**config.mk**
```make
export PLATFORM = sky130hd
export DESIGN_NAME = ps2_rx_frame
export DESIGN_NICKNAME = d
export VERILOG_FILES = /design/src/rtl/ps2_rx_frame.sv
export SDC_FILE = /design/constraint.sdc
export NUM_CORES = 1
export LEC_CHECK = 0
export BUFFER_PORTS_ARGS = -buffer_cell sky130_fd_sc_hd__buf_2
export CAP_MARGIN = 20
export CORE_ASPECT_RATIO = 1.75
export CORE_UTILIZATION = 50
export CTS_CLUSTER_SIZE = 12
export DETAILED_ROUTE_END_ITERATION = 12
export GPL_TIMING_DRIVEN = 0
export PLACE_DENSITY_LB_ADDON = 0.12
export SLEW_MARGIN = 10
export SYNTH_ARGS = -nofsm -noshare
export SYNTH_HDL_FRONTEND = slang
export SYNTH_SLANG_ARGS = --single-unit
```
**constraint.sdc**
```tcl
create_clock -name clk -period 3.65 [get_ports clk]
set_input_delay 0.1825 -clock clk [delete_from_list [all_inputs] [get_ports clk]]
set_output_delay 0.1825 -clock clk [all_outputs]
set_load 0.05 [all_outputs]
```
**src/rtl/ps2_rx_frame.sv**
```systemverilog
// PS/2 device-to-host frame receiver: synchronizes and deglitches the PS/2 lines,
// assembles start/8 data/odd parity/stop frames, and pulses rx_valid or rx_err per frame.
module ps2_rx_frame #(
  parameter int unsigned FILTER_LEN     = 8,
  parameter int unsigned TIMEOUT_CYCLES = 100000
) (
  input  logic       clk,
  input  logic       clear,
  input  logic       ps2_clk,
  input  logic       ps2_data,
  output logic [7:0] rx_data,
  output logic       rx_valid,
  output logic       rx_err,
  output logic       busy
);

  localparam int unsigned FiltW = $clog2(FILTER_LEN);
  localparam int unsigned TmoW  = $clog2(TIMEOUT_CYCLES);
  localparam logic [FiltW-1:0] FiltMax = FiltW'(FILTER_LEN - 1);
  // Firing one count early makes rx_err land TIMEOUT_CYCLES cycles after the last strobe.
  localparam logic [TmoW-1:0]  TmoLast = TmoW'(TIMEOUT_CYCLES - 2);

  typedef enum logic [1:0] {StIdle, StData, StParity, StStop} state_e;

  logic [1:0]       clk_sync_q, data_sync_q;
  logic             filt_q, filt_d, filt_prev_q;
  logic [FiltW-1:0] fcnt_q, fcnt_d;
  logic             clk_s, data_s, strobe;

  state_e           state_q, state_d;
  logic [2:0]       bitcnt_q, bitcnt_d;
  logic [7:0]       sh_q, sh_d;
  logic             par_q, par_d;
  logic [TmoW-1:0]  tmo_q, tmo_d;
  logic [7:0]       rx_data_q, rx_data_d;
  logic             valid_q, valid_d, err_q, err_d;

  assign clk_s  = clk_sync_q[1];
  assign data_s = data_sync_q[1];
  assign strobe = filt_prev_q & ~filt_q;

  always_comb begin
    filt_d = filt_q;
    fcnt_d = '0;
    if (clk_s != filt_q) begin
      if (fcnt_q == FiltMax) begin
        filt_d = clk_s;
      end else begin
        fcnt_d = fcnt_q + 1'b1;
      end
    end
  end

  always_comb begin
    state_d   = state_q;
    bitcnt_d  = bitcnt_q;
    sh_d      = sh_q;
    par_d     = par_q;
    tmo_d     = '0;
    rx_data_d = rx_data_q;
    valid_d   = 1'b0;
    err_d     = 1'b0;
    if (state_q != StIdle) tmo_d = tmo_q + 1'b1;

    case (state_q)
      StIdle: begin
        if (strobe && !data_s) begin
          state_d  = StData;
          bitcnt_d = 3'd0;
        end
      end
      StData: begin
        if (strobe) begin
          sh_d     = {data_s, sh_q[7:1]};
          bitcnt_d = bitcnt_q + 3'd1;
          if (bitcnt_q == 3'd7) state_d = StParity;
        end
      end
      StParity: begin
        if (strobe) begin
          par_d   = data_s;
          state_d = StStop;
        end
      end
      StStop: begin
        if (strobe) begin
          if (data_s && (^sh_q ^ par_q)) begin
            rx_data_d = sh_q;
            valid_d   = 1'b1;
          end else begin
            err_d = 1'b1;
          end
          state_d = StIdle;
        end
      end
      default: state_d = StIdle;
    endcase

    // A strobe coinciding with expiry advances the frame instead of timing out.
    if (strobe) begin
      tmo_d = '0;
    end else if (state_q != StIdle && tmo_q == TmoLast) begin
      state_d = StIdle;
      err_d   = 1'b1;
      tmo_d   = '0;
    end
  end

  always_ff @(posedge clk or posedge clear) begin
    if (clear) begin
      clk_sync_q  <= 2'b11;
      data_sync_q <= 2'b11;
      filt_q      <= 1'b1;
      filt_prev_q <= 1'b1;
      fcnt_q      <= '0;
      state_q     <= StIdle;
      bitcnt_q    <= 3'd0;
      sh_q        <= 8'h00;
      par_q       <= 1'b0;
      tmo_q       <= '0;
      rx_data_q   <= 8'h00;
      valid_q     <= 1'b0;
      err_q       <= 1'b0;
    end else begin
      clk_sync_q  <= {clk_sync_q[0], ps2_clk};
      data_sync_q <= {data_sync_q[0], ps2_data};
      filt_q      <= filt_d;
      filt_prev_q <= filt_q;
      fcnt_q      <= fcnt_d;
      state_q     <= state_d;
      bitcnt_q    <= bitcnt_d;
      sh_q        <= sh_d;
      par_q       <= par_d;
      tmo_q       <= tmo_d;
      rx_data_q   <= rx_data_d;
      valid_q     <= valid_d;
      err_q       <= err_d;
    end
  end

  assign rx_data  = rx_data_q;
  assign rx_valid = valid_q;
  assign rx_err   = err_q;
  assign busy     = (state_q != StIdle);

endmodule

```
==> results of run 1 <==
==> stage by stage <==
step	power, mW	util, %	setup WS [ps]	cells
2_1_floorplan	0.901	-	1610	185
3_3_place_gp	0.958	54.9	1450	250
3_5_place_dp	0.973	55.4	1410	251
4_1_cts	1.45	59.3	1400	262
5_1_grt	1.51	59.3	1280	262
6_report	1.43	59.3	1440	262
==> synth_stat cells (3+ instances only) <==
| master | instances | area share (%) |
|---|---|---|
| xnor2_1 | 8 | 3.1 |
| dfstp_2 | 6 | 7.0 |
| nand4_1 | 6 | 1.7 |
| nor2_1 | 18 | 3.0 |
| inv_1 | 6 | 0.99 |
| ha_1 | 6 | 3.3 |
| and3_1 | 4 | 1.1 |
| and2_1 | 4 | 1.1 |
| xor2_1 | 8 | 3.1 |
| dfrtp_1 | 44 | 49 |
| mux2_2 | 19 | 9.5 |
| o21ai_0 | 4 | 0.88 |
| nand3_1 | 8 | 1.8 |
| a21oi_1 | 6 | 1.3 |
| nand2_1 | 4 | 0.66 |
| or3_1 | 3 | 0.83 |
| nor4_1 | 3 | 0.83 |
| nor3_1 | 3 | 0.66 |
==> critical path, stage by stage (launching register included) <==
cell	delay, ps
dfrtp_1	430
xor3_4	500
or4_4	450
mux2i_4	350
mux2_2	390
==> timing repair <==
item / CTS / global route
endpoints found under the hold margin: 15 / 0
setup endpoints to repair: 0 / 0
hold buffers: 3 / 0
==> placed cells by master, fill, tap and decap left out, types with 5 or more instances in the layout <==
master    synthesis  routed
xnor2_1           8       8
dfrtp_1          44      44
xor2_1            8       8
nor2_1           18      18
buf_2             1      15
mux2_2           19      19
clkbuf_8          0       6
nand4_1           6       6
dfstp_2           6       6
ha_1              6       6
nand3_1           8       8
inv_1             6       5
a21oi_1           6       6
==> kinds of logic after synthesis <==
family	share of synthesized area, %
and+or+nand+nor	15.4
buffers and inverters	2.05
adders and majority gates	3.32
DFF	55.6
muxes	10.4
AOI/OAI and AO/OA	4.81
xor gates and xnor gates	8.40
==> state kept, by name, indices dropped and copies added, names as in the netlist <==
signal and flops:
tmo_q 17, rx_data 8, sh_q 8, bitcnt_q 3
fcnt_q 3, clk_sync_q 2, data_sync_q 2, state_q 2
filt_prev_q 1, filt_q 1, par_q 1, rx_err 1
rx_valid 1
==> final timing paths <==
check	to	cells past startpoint	startpoint	slack (ps)
max	rx_data[4]$_DFFE_PP0P_	4	sh_q[1]$_DFFE_PP0P_	1440
min in group asynchronous	tmo_q[11]$_DFF_PP0_	3	clear	420
max in group asynchronous	data_sync_q[0]$_DFF_PP1_	4	clear	2670
min reg2reg	data_sync_q[1]$_DFF_PP1_	0	data_sync_q[0]$_DFF_PP1_	350
max reg2reg	rx_data[4]$_DFFE_PP0P_	4	sh_q[1]$_DFFE_PP0P_	1440
min	data_sync_q[1]$_DFF_PP1_	0	data_sync_q[0]$_DFF_PP1_	350
==> report_power, final <==
group / internal [mW] / total (mW) / switching [mW]
combinational: 0.131 / 0.286 / 0.155
sequential: 0.618 / 0.673 / 0.0544
clock: 0.292 / 0.475 / 0.183
==> metal layers <==
layer	up-vias	global-route usage, %	share of wire, %
li1	699	-	-
met1	721	17.5	37
met2	21	35.1	58
met3	10	3.85	2.4
met4	0	10.5	3.1
met5	-	0	0
==> area by class of cell <==
| cell class | instances | area (µm²) | share of cell area, % |
|---|---|---|---|
| clock inverters | 2 | 60.1 | 2.32 |
| multi-input cells | 124 | 958 | 37.0 |
| flip-flops and latches | 50 | 1260 | 48.6 |
| clock buffers | 6 | 82.6 | 3.19 |
| inverters | 6 | 22.5 | 0.870 |
| repair buffers | 18 | 120 | 4.64 |
| plain buffers | 5 | 23.8 | 0.918 |
| well taps | 51 | 63.8 | 2.46 |
==> impl_metrics.toml, run 1 <==
[outcome]
status = "complete, no violations"

[routing]
drt_first_pass_iters = 4
routed-via-count = 1451
post_drt_wl_per_cell_um = 14.9
wl_mm = 3.91
antenna_left = 0
drt_iter0_markers = 27
route.detailed.drc = 0
viasPerCell = 5.54

[sta]
maxSlewViolCount = 0
fin_crit_sh_pct = 60.7
rsz0062_at_grt = "false"
setup-violations-final = 0
period_needed_ps = 2210
finalHoldViolCount = 0
worst_pin_slew_ps = 555
max_freq_mhz = 452
finClkSkew_ps = 14.1
holdWs_ps = 346
maxSlewHeadroom_pct = 63.0
final.setup.tns_ps = 0

[cts]
cts_buffer_depth = 2
clock_latency_ps = 300
post_cts_buffers = 0
numCtsBuffers = 5
cts_tree = "yes"
clk_pin_slew_ps = 100
h-tree-depth = 2
clock-sinks = 50
cts_resized = 0
cts-root-buf = "clkbuf_8"

[floorplan]
pin_count = 15
dieHeight_um = 91.0
core-area_um2 = 4360
start_util_pct = 51.9
die-area_um2 = 4810
rows = 32
die_w_um = 52.9

[critical_path]
crit_path_start_kind = "flop"
crit_path_max_fanout = 9
crit_type = "flop to flop"
end_kind = "flop"
required_ps = 3850
crit_arrival_ps = 2410

[global_routing]
grt_pass1_wl_mm = 6.59
grt_usage_pct = 18.8
first_global_vias = 1559
antenna_found_initial = 0
grt-ovfl-total = 0
grt_max_degree = 36

[logic_synthesis]
synth-main-ff-cell = "dfrtp_1"
synth_cell_types = 40
synth-seq-cells = 50
synth_area_um2 = 2260
synth-edff-count = 0
syn_nets = 195
seq_area_frac_synth_pct = 55.6
async_flop_share_pct = 100
yosysWarnings = 0
synth.avg_cell_area_um2 = 12.2
syn_inst = 185

[cells_and_area]
fill_cells = 359
stdcell_area_um2 = 2590
antenna_cells = 0
syn_to_final_growth_pct = 14.4
drive_gt1_share_pct = 27.0
nets = 220

[placement]
gp_routability_congestion = 0.842
portBuffers = 14
dp_hpwl_mm = 2.83
dpl_cell_area_um2 = 2420

[power_and_ir_drop]
power_density_nw_per_um2 = 554
power_leakage_nw = 1.22
peakVddDrop_uv = 360

[run]
maxCapViolations = 0

[hold_path]
hold_class = "flop to flop"
(Power assumes the default switching activity.)
==> run 2: changes to the inputs <==
ABC_AREA = 1   (was default)
clock period = 2.3 ns   (was 3.65 ns; I/O delays follow)
==> run 2 against run 1 <==
Wire length rose by 10%. Worst setup slack got worse by 820 ps. Design area grew 4.9%. First-iteration DRC count grew 22%. Non-clock buffer count is 1 lower. Sequential power is 63% higher. Clock skew shrank 6.7 ps. Clock-buffer cell count stayed put. Critical endpoint is now tmo_q[16]$_DFF_PP0_. Largest cell class unchanged. Largest power group unchanged.
==> impl_metrics.toml, run 2 <==
[sta]
rsz0062_at_grt = "false"
maxSlewViolCount = 0
fin_crit_sh_pct = 73.4
finClkSkew_ps = 7.43
final.setup.tns_ps = 0
finalHoldViolCount = 0
setup-violations-final = 0
setup_ws_ps = 612
worst_pin_slew_ps = 407
max_freq_mhz = 593
period_needed_ps = 1690
maxSlewHeadroom_pct = 72.8

[power_and_ir_drop]
switching_share_pct = 36.7
power_density_nw_per_um2 = 840
combPwrFrac_pct = 28.4
p_clk_share_pct = 23.5
power_leakage_nw = 1.39
seqPwrFrac_pct = 48.2
intPower_mw = 1.44
netSwitchingPower_uw = 837
peakVddDrop_uv = 622

[run]
maxCapViolations = 0

[routing]
route.detailed.drc = 0
routed-via-count = 1794
wl_mm = 4.31
post_drt_wl_per_cell_um = 12.2
drt_iter0_markers = 33
viasPerCell = 5.05
antenna_left = 0
drt_first_pass_iters = 4

[cells_and_area]
largest_register_ffs = 17
final_core_util_pct = 58.2
final_common_cell = "nand2_1"
syn_to_final_growth_pct = 11.5
regMostFlops = "tmo_q"
nets = 312
instances_no_fill = 355
drive_gt1_share_pct = 18.2
antenna_cells = 0
final_cell_mix = "62 x nand2_1, 44 x dfrtp_1, 34 x inv_1"

[critical_path]
crit_path_max_fanout = 5
crit_path_start_kind = "flop"
crit_arrival_ps = 1930
r2r_slack_ps = 610
end_kind = "flop"
required_ps = 2540
crit_type = "flop to flop"

[logic_synthesis]
syn_inst = 277
synth_cell_types = 32
yosys.area.top_type = "dfrtp_1"
synth_area_um2 = 2440
synth-main-ff-cell = "dfrtp_1"
synthTopCellsByCount = "62 x nand2_1, 44 x dfrtp_1, 35 x inv_1"
synth.most_common_cell = "nand2_1"
synth_top_cells_by_area = "dfrtp_1 45%, nand2_1 9.6%, dfstp_2 6.5%, inv_1 5.4%, nor2_1 4.3%"
synth-edff-count = 0
yosysWarnings = 0
async_flop_share_pct = 100
syn_nets = 287
synth.avg_cell_area_um2 = 8.79
synth-seq-cells = 50
netlist.area_leader.share_pct = 45.2
seq_area_frac_synth_pct = 51.7

[outcome]
status = "complete, no violations"

[global_routing]
grt_max_degree = 33
grt_pass1_wl_mm = 7.50
first_global_vias = 1750
grt_usage_pct = 20.3
grt-ovfl-total = 0
antenna_found_initial = 0

[cts]
cts-root-buf = "clkbuf_8"
numCtsBuffers = 5
h-tree-depth = 2
clock-sinks = 50
cts_buffer_depth = 2
cts_tree = "yes"
clk_pin_slew_ps = 90
cts_resized = 0
ctsHoldBuffers = 3
post_cts_buffers = 0
clock_latency_ps = 300

[placement]
portBuffers = 14
gp_routability_congestion = 0.863
post-place-ws_ps = 626
dp_hpwl_mm = 3.22
dp_cells = 344

[floorplan]
dieHeight_um = 94.3
pin_count = 15
core-area_um2 = 4670
die-area_um2 = 5170
start_util_pct = 52.2
rows = 33
die_w_um = 54.8

[hold_path]
hold_class = "input pin to async pin"
run 2: final cells by class:
type	count	area [µm²]
fillers	451	1950
flip-flops and latches	50	1260
multi-input cells	184	1010
inverters	39	148
repair buffers	18	120
clock buffers	6	82.6
well taps	52	65.1
plain buffers	4	17.5
clock inverters	2	12.5
run 2: cells by family after synthesis:
family	share of synthesized area, %
buffers and inverters	6.78
XOR/XNOR	3.24
flip-flops	51.7
AND/OR/NAND/NOR	29.2
multiplexers	0.462
adder cells (fa/ha/maj)	3.08
AO/OA/AOI/OAI	5.55
run 2: power by group through the flow:
stage	Sequential, mW	Combinational (mW)	Clock (mW)
after floorplan	1.09	0.526	0
after global placement	1.11	0.636	0
after detailed placement	1.11	0.656	0
after CTS	1.10	0.660	0.556
after global routing	1.12	0.757	0.583
final	1.10	0.647	0.536
run 2: per-layer routing:
layer	vias up	track usage [%]	part of all wire, %
met2	23	35.4	55
met4	0	10.3	2.8
li1	935	-	-
met3	9	3.54	2.0
met5	-	0	0
met1	827	22.0	40
run 2: final timing paths:
kind | startpoint | to | depth (start not counted)
hold reg to reg | clk_sync_q[0]$_DFF_PP1_ | clk_sync_q[1]$_DFF_PP1_ | 0
setup / recovery | tmo_q[0]$_DFF_PP0_ | tmo_q[16]$_DFF_PP0_ | 9
min in group clk | clk_sync_q[0]$_DFF_PP1_ | clk_sync_q[1]$_DFF_PP1_ | 0
max in group asynchronous | clear | data_sync_q[0]$_DFF_PP1_ | 4
hold / removal | clear | rx_data[5]$_DFFE_PP0P_ | 3
setup reg to reg | tmo_q[0]$_DFF_PP0_ | tmo_q[16]$_DFF_PP0_ | 9
run 2: critical path, stage by stage (launching register included):
cell     delay (ps)
dfrtp_1         470
ha_1            230
inv_1            90
nor2_4          150
nand2_2          80
nor3_2          230
nand3_1         170
nand2_1          90
nand2_1          50
nor2_1           70
run 2: per-stage QoR:
stage | instance area (µm²) | hold slack, ps | power, mW
after global placement | 2570 | 220 | 1.75
after CTS | 2720 | 341 | 2.32
after floorplan | 2440 | 119 | 1.62
after global routing | 2720 | 361 | 2.46
after detailed placement | 2590 | 130 | 1.77
final | 2720 | 341 | 2.28
==> run 3: changes to the inputs <==
ABC_AREA = 0   (was 1)
clock period = 1.4 ns   (was 2.3 ns; I/O delays follow)
==> run 3 against run 2 <==
The flow now finishes with violations (negative setup slack). First-iteration DRC count rose by 33%. Worst setup slack got worse by 1300 ps. Via count fell by 12%. Sequential power rose by 59%. Global-route usage rose by 2.4 points. Clock power rose by 85%. Register-to-register slack got worse by 1300 ps. Hold slack improved by 11 ps. Highest routed layer unchanged. Non-clock buffer count rose by 23. Maximum frequency fell by 19%. Cell count fell by 20%. Sequential share of layout area fell by 4.2 points.
==> impl_metrics.toml, run 3 (synthesis results as in run 1) <==
[power_and_ir_drop]
switching_share_pct = 30.2
combPwrFrac_pct = 35.4
peakVddDrop_uv = 1170
seqPwrFrac_pct = 41.2
power_density_nw_per_um2 = 1420
netSwitchingPower_mw = 1.28
power_leakage_nw = 1.38
intPower_mw = 2.96
p_clk_share_pct = 23.3

[floorplan]
rows = 32
die-area_um2 = 4810
core-area_um2 = 4360
dieHeight_um = 91.0
pin_count = 15
start_util_pct = 51.9
die_w_um = 52.9

[sta]
setup-violations-final = 39
holdWs_ps = 353
worst_pin_slew_ps = 527
setup_ws_ps = -687
finalHoldViolCount = 0
finClkSkew_ps = 7.29
final.setup.tns_ps = -14970
maxSlewHeadroom_pct = 64.8
fin_crit_sh_pct = 149
maxSlewViolCount = 0
max_freq_mhz = 479
period_needed_ps = 2090
rsz0062_at_grt = "true"

[global_routing]
grt-ovfl-total = 0
grt_usage_pct = 22.6
grt_max_degree = 28
first_global_vias = 1672
antenna_found_initial = 0
grt_pass1_wl_mm = 7.86

[critical_path]
rr_worst_depth = 5
critPathMaxStageDelay_ps = 510
required_ps = 1590
critPathSlowestCell = "xor3_4"
end_kind = "flop"
crit_arrival_ps = 2280
crit_path_start_kind = "flop"
crit_type = "flop to flop"
crit_path_max_fanout = 6
path_cells = "xor3_4, or4_4, mux2i_4, buf_6, mux2_2"

[outcome]
failed_checks = "negative setup slack"
status = "finished, violations left"

[placement]
dp_cells = 251
portBuffers = 14
post-place-ws_ps = -841
gp_routability_congestion = 0.857
dpl_cell_area_um2 = 2460
dp_hpwl_mm = 3.04

[cells_and_area]
instances_no_fill = 284
stdcell_area_um2 = 2990
nets = 242
fill_cells = 315
regMostFlops = "tmo_q"
syn_to_final_growth_pct = 32.1
antenna_cells = 0
final_common_cell = "dfrtp_1"
drive_gt1_share_pct = 46.4
largest_register_ffs = 17
final_cell_mix = "44 x dfrtp_1, 14 x mux2_4, 14 x buf_4, 14 x buf_2, 10 x nor2_2"

[cts]
clk_pin_slew_ps = 90
cts-root-buf = "clkbuf_8"
clock-sinks = 50
cts_buffer_depth = 2
numCtsBuffers = 5
h-tree-depth = 2
cts_tree = "yes"
clock_latency_ps = 300

[routing]
drt_first_pass_iters = 4
antenna_left = 0
drt_iter0_markers = 44
route.detailed.drc = 0
routed-via-count = 1576
post_drt_wl_per_cell_um = 17.3
wl_mm = 4.92
viasPerCell = 5.55

[hold_path]
hold_class = "input pin to async pin"

[run]
maxCapViolations = 0
-- run 3: critical path: cells and delay by family, from the launching register on --
family	cells	cell delay (ps)
xor+xnor	1	510
mux	2	510
simple gates	1	440
flops	1	360
buf+inv	1	160
-- run 3: routing by layer --
layer / track usage [%] / part of all wire (%) / vias to the layer above
li1: - / - / 740
met1: 23.3 / 36 / 798
met2: 41.4 / 60 / 30
met3: 4.52 / 2.1 / 8
met4: 9.87 / 2.5 / 0
met5: 0 / 0 / -
-- run 3: final timing paths --
check	to	slack, ps	start
min in group clk	data_sync_q[1]$_DFF_PP1_	350	data_sync_q[0]$_DFF_PP1_
setup / recovery	rx_data[0]$_DFFE_PP0P_	-690	sh_q[2]$_DFFE_PP0P_
setup reg to reg	rx_data[0]$_DFFE_PP0P_	-690	sh_q[2]$_DFFE_PP0P_
max in group asynchronous	data_sync_q[0]$_DFF_PP1_	440	clear
hold reg to reg	data_sync_q[1]$_DFF_PP1_	350	data_sync_q[0]$_DFF_PP1_
hold / removal	bitcnt_q[2]$_DFFE_PP0P_	350	clear
-- run 3: layout make-up --
class                   instances  area (µm²)  area share, %
clock buffers                   7        76.3           2.55
inverters                       6        22.5          0.753
well taps                      51        63.8           2.13
plain buffers                   5        48.8           1.63
clock inverters                 1        30.0           1.00
flip-flops and latches         50        1260           42.1
repair buffers                 40         345           11.5
multi-input cells             124        1140           38.3
-- run 3: through the flow --
step,power [mW],utilization (%)
after floorplan,2.42,-
after CTS,4.13,65.9
after detailed placement,2.61,56.4
final,4.24,68.5
after global routing,4.47,68.5
after global placement,2.56,55.9
-- run 3: power by group through the flow --
| stage | combinational, mW | clock (mW) | sequential [mW] |
|---|---|---|---|
| 3_5_place_dp | 0.829 | 0 | 1.78 |
| 6_report | 1.50 | 0.989 | 1.75 |
| 4_1_cts | 1.36 | 1.02 | 1.75 |
| 5_1_grt | 1.61 | 1.08 | 1.77 |
| 3_3_place_gp | 0.788 | 0 | 1.77 |
| 2_1_floorplan | 0.674 | 0 | 1.74 |
-- run 3: repair_timing --
action                     in CTS  in global routing
resized for setup              32                 23
pin swaps                       3                  4
setup endpoints to repair      39                 41
hold endpoints to repair       23                  0
gates cloned                    1                  1
hold buffers                    3                  0
setup buffers                  17                  7
